[config.mk]
export PLATFORM = sky130hd
export DESIGN_NAME = mem_arbiter_flat
export DESIGN_NICKNAME = d
export VERILOG_FILES = /design/src/rtl/mem_arbiter_if.sv /design/src/rtl/mem_arbiter.sv /design/src/flat_wrapper.sv
export SDC_FILE = /design/constraint.sdc
export NUM_CORES = 1
export LEC_CHECK = 0
export CAP_MARGIN = 20
export CORE_MARGIN = 5
export CORE_UTILIZATION = 19
export CTS_BUF_LIST = sky130_fd_sc_hd__clkbuf_4
export CTS_CLUSTER_SIZE = 25
export DETAILED_ROUTE_END_ITERATION = 10
export PLACE_DENSITY = 0.89
export SLEW_MARGIN = 30
export SYNTH_ARGS = -nofsm -noshare
export SYNTH_HDL_FRONTEND = slang
export SYNTH_SLANG_ARGS = --single-unit
[constraint.sdc]
create_clock -name clk -period 1.15 [get_ports clk]
set_clock_uncertainty 0.15 [all_clocks]
set_input_delay 0.115 -clock clk [delete_from_list [all_inputs] [get_ports clk]]
set_output_delay 0.115 -clock clk [all_outputs]
set_load 0.02 [all_outputs]
[src/rtl/mem_arbiter_if.sv]
// Bus bundle between the arbiter, the icache refill path, the core data port and main memory.
interface mem_arbiter_if;
  localparam int unsigned AW = 10;
  localparam int unsigned DW = 16;

  logic          ic_mreq;
  logic [AW-1:0] ic_addr;
  logic          ic_clk_en;
  logic [DW-1:0] ic_rdata;

  logic          dp_req;
  logic          dp_we;
  logic [AW-1:0] dp_addr;
  logic [DW-1:0] dp_wdata;
  logic [DW-1:0] dp_rdata;
  logic          dp_ready;

  logic [AW-1:0] mem_addr;
  logic          mem_we;
  logic [DW-1:0] mem_wdata;
  logic [DW-1:0] mem_rdata;

  // Arbiter view
  modport slave (
    input  ic_mreq, ic_addr, dp_req, dp_we, dp_addr, dp_wdata, mem_rdata,
    output ic_clk_en, ic_rdata, dp_rdata, dp_ready, mem_addr, mem_we, mem_wdata
  );

  // Requester / memory view
  modport master (
    output ic_mreq, ic_addr, dp_req, dp_we, dp_addr, dp_wdata, mem_rdata,
    input  ic_clk_en, ic_rdata, dp_rdata, dp_ready, mem_addr, mem_we, mem_wdata
  );
endinterface

[src/rtl/mem_arbiter.sv]
// Round-robin arbiter for single-port main memory: icache line refills are locked
// for as long as ic_mreq stays high, data accesses are fixed 2-cycle transactions.
module mem_arbiter (
  input  logic         clk,
  input  logic         rst_n,
  input  logic         clk_en,
  mem_arbiter_if.slave bus
);

  typedef enum logic [1:0] {
    IDLE     = 2'd0,
    IC_BURST = 2'd1,
    DP_ADDR  = 2'd2,
    DP_DATA  = 2'd3
  } state_t;

  state_t state;
  state_t state_nxt;
  logic   last_grant;      // 0 = icache won last, 1 = data port won last
  logic   last_grant_nxt;
  logic   dp_win;

  // Next-state and round-robin decision
  always_comb begin
    state_nxt      = state;
    last_grant_nxt = last_grant;
    dp_win         = bus.dp_req && (!bus.ic_mreq || !last_grant);
    case (state)
      IDLE: begin
        if (dp_win) begin
          state_nxt      = DP_ADDR;
          last_grant_nxt = 1'b1;
        end else if (bus.ic_mreq) begin
          state_nxt      = IC_BURST;
          last_grant_nxt = 1'b0;
        end
      end
      IC_BURST: if (!bus.ic_mreq) state_nxt = IDLE;
      DP_ADDR:  state_nxt = DP_DATA;
      DP_DATA:  state_nxt = IDLE;
      default:  state_nxt = IDLE;
    endcase
  end

  always_ff @(posedge clk or negedge rst_n) begin
    if (!rst_n) begin
      state      <= IDLE;
      last_grant <= 1'b0;
    end else if (clk_en) begin
      state      <= state_nxt;
      last_grant <= last_grant_nxt;
    end
  end

  // Memory steering decoded from the registered state
  always_comb begin
    bus.mem_addr = '0;
    bus.mem_we   = 1'b0;
    bus.dp_ready = 1'b0;
    case (state)
      IC_BURST: bus.mem_addr = bus.ic_addr;
      DP_ADDR: begin
        bus.mem_addr = bus.dp_addr;
        bus.mem_we   = bus.dp_we;
      end
      DP_DATA: begin
        bus.mem_addr = bus.dp_addr;
        bus.dp_ready = 1'b1;
      end
      default: ;
    endcase
  end

  // A pending but ungranted miss freezes the icache
  assign bus.ic_clk_en = clk_en && ((state == IC_BURST) || !bus.ic_mreq);
  assign bus.ic_rdata  = bus.mem_rdata;
  assign bus.dp_rdata  = bus.mem_rdata;
  assign bus.mem_wdata = bus.dp_wdata;

endmodule

[src/flat_wrapper.sv]
// flat-port wrapper written by rule: the top's interface ports become plain ports
module mem_arbiter_flat 
  (clk, rst_n, clk_en, bus_ic_mreq, bus_ic_addr, bus_dp_req, bus_dp_we, bus_dp_addr, bus_dp_wdata, bus_mem_rdata, bus_ic_clk_en, bus_ic_rdata, bus_dp_rdata, bus_dp_ready, bus_mem_addr, bus_mem_we, bus_mem_wdata);
  mem_arbiter_if bus_i ();
  input  logic clk;
  input  logic rst_n;
  input  logic clk_en;
  input wire logic [$bits(bus_i.ic_mreq)-1:0] bus_ic_mreq;
  input wire logic [$bits(bus_i.ic_addr)-1:0] bus_ic_addr;
  input wire logic [$bits(bus_i.dp_req)-1:0] bus_dp_req;
  input wire logic [$bits(bus_i.dp_we)-1:0] bus_dp_we;
  input wire logic [$bits(bus_i.dp_addr)-1:0] bus_dp_addr;
  input wire logic [$bits(bus_i.dp_wdata)-1:0] bus_dp_wdata;
  input wire logic [$bits(bus_i.mem_rdata)-1:0] bus_mem_rdata;
  output wire logic [$bits(bus_i.ic_clk_en)-1:0] bus_ic_clk_en;
  output wire logic [$bits(bus_i.ic_rdata)-1:0] bus_ic_rdata;
  output wire logic [$bits(bus_i.dp_rdata)-1:0] bus_dp_rdata;
  output wire logic [$bits(bus_i.dp_ready)-1:0] bus_dp_ready;
  output wire logic [$bits(bus_i.mem_addr)-1:0] bus_mem_addr;
  output wire logic [$bits(bus_i.mem_we)-1:0] bus_mem_we;
  output wire logic [$bits(bus_i.mem_wdata)-1:0] bus_mem_wdata;
  assign bus_i.ic_mreq = bus_ic_mreq;
  assign bus_i.ic_addr = bus_ic_addr;
  assign bus_i.dp_req = bus_dp_req;
  assign bus_i.dp_we = bus_dp_we;
  assign bus_i.dp_addr = bus_dp_addr;
  assign bus_i.dp_wdata = bus_dp_wdata;
  assign bus_i.mem_rdata = bus_mem_rdata;
  assign bus_ic_clk_en = bus_i.ic_clk_en;
  assign bus_ic_rdata = bus_i.ic_rdata;
  assign bus_dp_rdata = bus_i.dp_rdata;
  assign bus_dp_ready = bus_i.dp_ready;
  assign bus_mem_addr = bus_i.mem_addr;
  assign bus_mem_we = bus_i.mem_we;
  assign bus_mem_wdata = bus_i.mem_wdata;
  mem_arbiter u_core (.clk(clk), .rst_n(rst_n), .clk_en(clk_en), .bus(bus_i));
endmodule
==> results.md, run 1 <==
- Status: complete, but fails checks
- Failing checks: negative setup slack
- CTS H-tree depth: 1
- ANT nets after route: 0
- Commonest non-fill, non-tap cells in the layout: clkdlybuf4s50_1, buf_6, a22o_4, clkbuf_4, buf_4
- Hold Path Cell Cnt: 0
- Final wirelength: 1860 um
- Via count: around 500
- CP max stage delay: 400 ps
- RSZ-0062 raised after global routing: yes
- Fin crit share: 132%
- Max clock buf depth: 2
- Crit path arrival time: roughly 1300 ps
- First-pass GRT wire length: around 2400 um
- Fin Hold WS: 80.0 ps
- Clk Latency, worst-skew pair: about 240 ps
- Final Cell Area: approximately 940 um2
- Synth warn: 0
- Syn_nets: 139
- Cts bufs inserted: 3
- Avg Inst Size Synth: 8.11 um2
- Synth top area share: between 50% and 60%
- Setup-failing EPs final: 16
- Leading area contributor after synthesis: buf_4
- Antenna violations before repair: 0
- Synth Area in XOR/XNOR: 0%
- CP Capture Type: primary output
- Iter 0 DRT Violations: 26
- Total Routing Usage GR: 7.02%
- Hold Path Class: input pin to primary output
- WL per Instance: 14.8 um
- Final Non-Filler Cells: 126
- WP data required: 880 ps
- PwrDens: 2320 nW/um2
- Final Util: 28.3%
- Slowest CP cell: dfrtp_2
- Dominant cells by area after synthesis: buf_4, a22o_1, dfrtp_1, nor4b_2, buf_6
- Layout cells sized above 1: roughly half
- Cell Chain, Critical Path: nor2b_4 > buf_12 > a22o_4 > buf_6
- Setup TNS: -5060 ps
- Pwr Total: between 2 and 2.5 mW
- Gr ovfl total: 0
- Final min period: 1510 ps
- Area grow syn2layout: 43.8%
- CTS tree: yes
- FILL cells: 341
- #FFs+latches synth: 3
- Register area share after synthesis: 11.4%
- Largest net degree at the start of global routing: 12
- Clk sinks: 3
- Pre-antenna DRT Iters: 4
- Avg Vias per Cell: about 3.9
- Adder-cell share of the synthesized area: 0%
- F_max: ~660 MHz
- Ports: around 120
- Max VDD drop: 0.000438 V
- Vias in the first global route: 555
- Cell count after synthesis: 81
- Starting Density: 19.7%
- Die width: roughly 69 um
- Synth Area in Compound Gates: 19.8%
- Final nets: 139
- Max-cap check violation count: 0
- Final Max Tran Viols: 0
- P_leak: 0.417 nW
- Root Buffer: clkbuf_4
- Clk slew on worst S/H paths: 40 ps
- Crit-path max FO: 11
- Cell variety after synth: 17
- DP Worst Slack: -542 ps
- Largest family of logic cells by synthesized area: buffers and inverters
- Worst setup SP type: flip-flop
- Path depth of the worst reg2reg path: 5
- Final Hold Vio Count: 0
- Simple-gate area share of the yosys netlist: under 10%
- Final WS setup: -364 ps
- Commonest non-fill, non-tap cell in the layout: clkdlybuf4s50_1
- Ant diodes: 0
- Port Buffers: 38
- Mux share of post-synthesis cell area: 0%
- Area after DPL: roughly 860 um2
- Global placer's final weighted congestion: 0.793
- Die area: 4730 um2
- Residual DRC count: 0
- Max-slew headroom: 86.2%
- Actual slew at the worst max-slew pin: 206 ps
- Netlist Area Pre-Place: between 600 and 700 um2
- Chip height: 68.8 um
- Placed insts: 119
- Core Box Area: between 3000 and 4000 um2
- DPL Wire Length: 1470 um
- Row count: 21
- WS Path Type: flip-flop to primary output
## state kept, by name (all words and copies together) (netlist names)
| register | count |
|---|---|
| u_core.last_grant | 1 |
| u_core.state | 2 |
## synth_stat cells
library cell / count
buf_4: 49
a22o_1: 11
dfrtp_1: 3
a21oi_1: 2
buf_2: 2
nand2_1: 2
nor2_1: 2
a31oi_1: 1
and2_1: 1
and3b_1: 1
buf_6: 1
inv_1: 1
nand3_1: 1
nor2b_2: 1
nor4b_2: 1
o211a_1: 1
o21a_1: 1
## final cells by class
type / count / area [um2] / share of cell area (%)
timing repair buffer: 47 / 490 / 51.9
multi-input combinational: 25 / 285 / 30.2
sequential: 3 / 77.6 / 8.21
tap: 46 / 57.6 / 6.09
clock buffer: 4 / 30.0 / 3.18
inverter: 1 / 3.75 / 0.397
## what timing repair did
item                       CTS  global route
gates cloned                 0             0
setup endpoints to repair   15            16
setup buffers                1             2
hold endpoints to repair     3             0
gates resized for setup     80             4
hold buffers                 1             0
pin swaps                    2             1
## logic make-up after synthesis
| kind of cell | after synthesis |
|---|---|
| AOI/OAI and AO/OA | 16 |
| DFF | 3 |
| buffers and inverters | 53 |
| and+or+nand+nor | 9 |
## where the power goes
group          internal, mW  leakage [nW]  total [mW]  switching (mW)
clock network         0.154        0.0184       0.220          0.0657
registers             0.164        0.0340       0.225          0.0607
logic                  1.01         0.365        1.74           0.733
## worst max-delay path: cells and delay by family, from the launching register on
kind,cells,cell delay (ps)
buffers and inverters,2,270
AND/OR/NAND/NOR,1,130
AO/OA/AOI/OAI,1,220
flip-flops,1,400
## layer usage
layer	vias to the layer above	routed length, um	track usage (%)
li1	221	-	-
met3	17	370	4.86
met5	-	0	0
met1	220	530	5.33
met2	37	851	11.6
met4	0	106	6.57
## worst paths after layout
path,startpoint,to,slack (ps)
worst max-delay path,u_core.state[0],bus_mem_addr[6],-360
worst min-delay path,bus_dp_wdata[11],bus_mem_wdata[11],80
worst max register to register,u_core.state[1],u_core.state[0],-260
worst min register to register,u_core.last_grant,u_core.last_grant,460
max in group asynchronous,rst_n,u_core.state[0],220
min in group asynchronous,rst_n,u_core.state[1],460
Note: power is estimated with default switching activity, not from simulation.
==> inputs of run 2 (changes only) <==
--- a/constraint.sdc
+++ b/constraint.sdc
@@ -4,2 +4,2 @@
 set_output_delay 0.115 -clock clk [all_outputs]
-set_load 0.02 [all_outputs]
+set_load 0.01 [all_outputs]
==> results.md, run 2 (same netlist as run 1, synthesis figures left out) <==
- Status: complete, but fails checks
- Failing checks: negative setup slack
- Final Hold Vio Count: 0 (unchanged)
- Reg-to-reg setup timing slack: -210 ps (+50 ps)
- Final WS setup: -424 ps (-59.5 ps)
- Setup-failing EPs final: 15 (-1)
- Cts bufs inserted: 3 (unchanged)
- PwrDens: 2120 nW/um2 (-8.4%)
- Top flop regs: u_core.state (2), u_core.last_grant (1)
- Crit path to: bus_mem_addr[1]
- DP Worst Slack: -500 ps (+42.4 ps)
- Pwr Total: 1.79 mW (-18%)
- Actual slew at the worst max-slew pin: 240 ps (+34.2 ps)
- RSZ-0062 raised after global routing: yes
- CP Capture Type: primary output
- WS Path Type: flip-flop to primary output
- Cell Chain, Critical Path: buf_6 > nor2b_4 > clkbuf_16 > a22o_1 > buf_2
- Final wirelength: 1710 um (-8.1%)
- WP data required: 880 ps (about the same)
- CTS H-tree depth: 1 (unchanged)
- Reg2reg start: u_core.state[0]
- Gr ovfl total: 0 (unchanged)
- Global placer's final weighted congestion: 0.849 (+7.0%)
- Chip height: 68.8 um (unchanged)
- Final min period: 1570 ps (+59.5 ps)
- DPL Wire Length: 1260 um (-14%)
- P_leak: 0.390 nW (-6.6%)
- Commonest non-fill, non-tap cell in the layout: clkdlybuf4s50_1
- Max clock buf depth: 2 (unchanged)
- Ant diodes: 0 (unchanged)
- F_max: 635 MHz (-3.8%)
- Port Buffers: 38 (unchanged)
- Starting Density: 19.7% (unchanged)
- Crit-path max FO: 5 (-6)
- Worst setup SP type: flip-flop
- Final Max Tran Viols: 0 (unchanged)
- Die area: 4730 um2 (unchanged)
- Core Box Area: 3340 um2 (unchanged)
- Avg Vias per Cell: 3.90 (-0.73%)
- Max-slew headroom: 83.9% (-2.3 points)
- Clk Latency, worst-skew pair: 240 ps (about the same)
- Root Buffer: clkbuf_4
- Pre-antenna DRT Iters: 4 (unchanged)
- Top reg by flops: u_core.state
- Path depth of the worst reg2reg path: 5 (unchanged)
- FILL cells: 372 (+9.1%)
- Crit path depth: 5 (+1)
- Crit path launch: u_core.state[1]
- CP top delay family: buffers and inverters
- Critical path buffers and inverters: 3 (+1)
- Antenna violations before repair: 0 (unchanged)
- Iter 0 DRT Violations: 12 (-54%)
- Area grow syn2layout: 28.4%
- Clk slew on worst S/H paths: 40 ps (about the same)
- CTS tree: yes
- WL per Instance: 13.2 um (-11%)
- Final nets: 143 (+2.9%)
- Crit path arrival time: 1310 ps (+60 ps)
- Row count: 21 (unchanged)
- Fin crit share: 137% (+5.2 points)
- Setup TNS: -5150 ps (-90.7 ps)
- Vias in the first global route: 499 (-10%)
- Largest register FFs: 2 (unchanged)
- Via count: 507 (+2.4%)
- ANT nets after route: 0 (unchanged)
- Commonest non-fill, non-tap cells in the layout: clkdlybuf4s50_1, buf_2, a22o_1, buf_4, buf_6
- Residual DRC count: 0 (unchanged)
- Max-cap check violation count: 0 (unchanged)
- Slowest CP cell: dfrtp_1
- CP max stage delay: 380 ps (-20 ps)
- FF-to-FF End: u_core.state[0]
- Max VDD drop: 0.000703 V (+61%)
- First-pass GRT wire length: 2350 um (-3.1%)
- Largest net degree at the start of global routing: 11 (-1)
- Total Routing Usage GR: 6.98% (-0.038 points)
- Ports: 119 (unchanged)
- Clk sinks: 3 (unchanged)
- Min-delay src: bus_dp_wdata[13]
- Die width: 68.8 um (unchanged)
- Layout cells sized above 1: 40.5% (-9.5 points)
- Hold Path Class: input pin to primary output
## run 2: changes by cell type in the layout (fill, tap and decap cells not counted), sizes merged
| cell | before | now |
|---|---|---|
| buf | 21 | 24 |
| clkbuf | 4 | 5 |
## run 2: layout make-up
| cell class | instances | area, um2 | share of cell area (%) |
|---|---|---|---|
| Tap cell | 46 | 57.6 | 6.82 |
| Timing Repair Buffer | 51 | 467 | 55.3 |
| Clock buffer | 4 | 30.0 | 3.56 |
| Inverter | 1 | 3.75 | 0.445 |
| Sequential cell | 3 | 76.3 | 9.05 |
| Multi-Input combinational cell | 25 | 209 | 24.8 |
## run 2: how the worst min path moves through the flow
stage / to / cells after the start / slack (ps)
5_1_grt: bus_mem_wdata[8] / 0 / 80
3_5_place_dp: bus_mem_wdata[12] / 0 / 80
4_1_cts: bus_mem_wdata[12] / 0 / 80
6_report: bus_mem_wdata[13] / 0 / 80
3_3_place_gp: bus_mem_wdata[12] / 0 / 80
2_1_floorplan: u_core.last_grant / 0 / -330
## run 2: metrics by stage
| step | cell area, um2 | cells | hold WS, ps | util [%] |
|---|---|---|---|---|
| floorplan | 676 | 81 | -331 | - |
| global placement | 766 | 119 | 80.1 | 22.9 |
| detailed placement | 766 | 119 | 80.1 | 22.9 |
| CTS | 842 | 130 | 80.1 | 25.2 |
| global route | 843 | 130 | 80.0 | 25.3 |
| finish | 843 | 130 | 80.0 | 25.3 |
## run 2: what timing repair did
item	CTS	global route
gates resized for setup	59	2
pin swaps	5	6
buffers inserted	5	0
hold endpoints to repair	3	0
endpoints found under the setup margin	15	15
hold buffers	1	0
gates cloned	1	0
## run 2: worst register-to-register path, stage by stage (launching register included)
cell and delay, ps:
dfrtp_2 390, buf_6 120, buf_6 120, nor4b_4 280
a21oi_2 50, o211a_1 130
## run 2: per-layer routing
metal	vias to the layer above	global-route usage [%]	part of all wire [%]
met5	-	0	0
met4	0	7.79	4.9
met3	18	3.08	12
met2	28	9.89	48
met1	231	7.16	35
li1	230	-	-
## run 2: power breakdown
group	total, mW	leakage, nW	internal (mW)	switching, mW
clock network	0.217	0.0184	0.154	0.0630
registers	0.204	0.0352	0.161	0.0430
logic	1.37	0.336	0.818	0.551
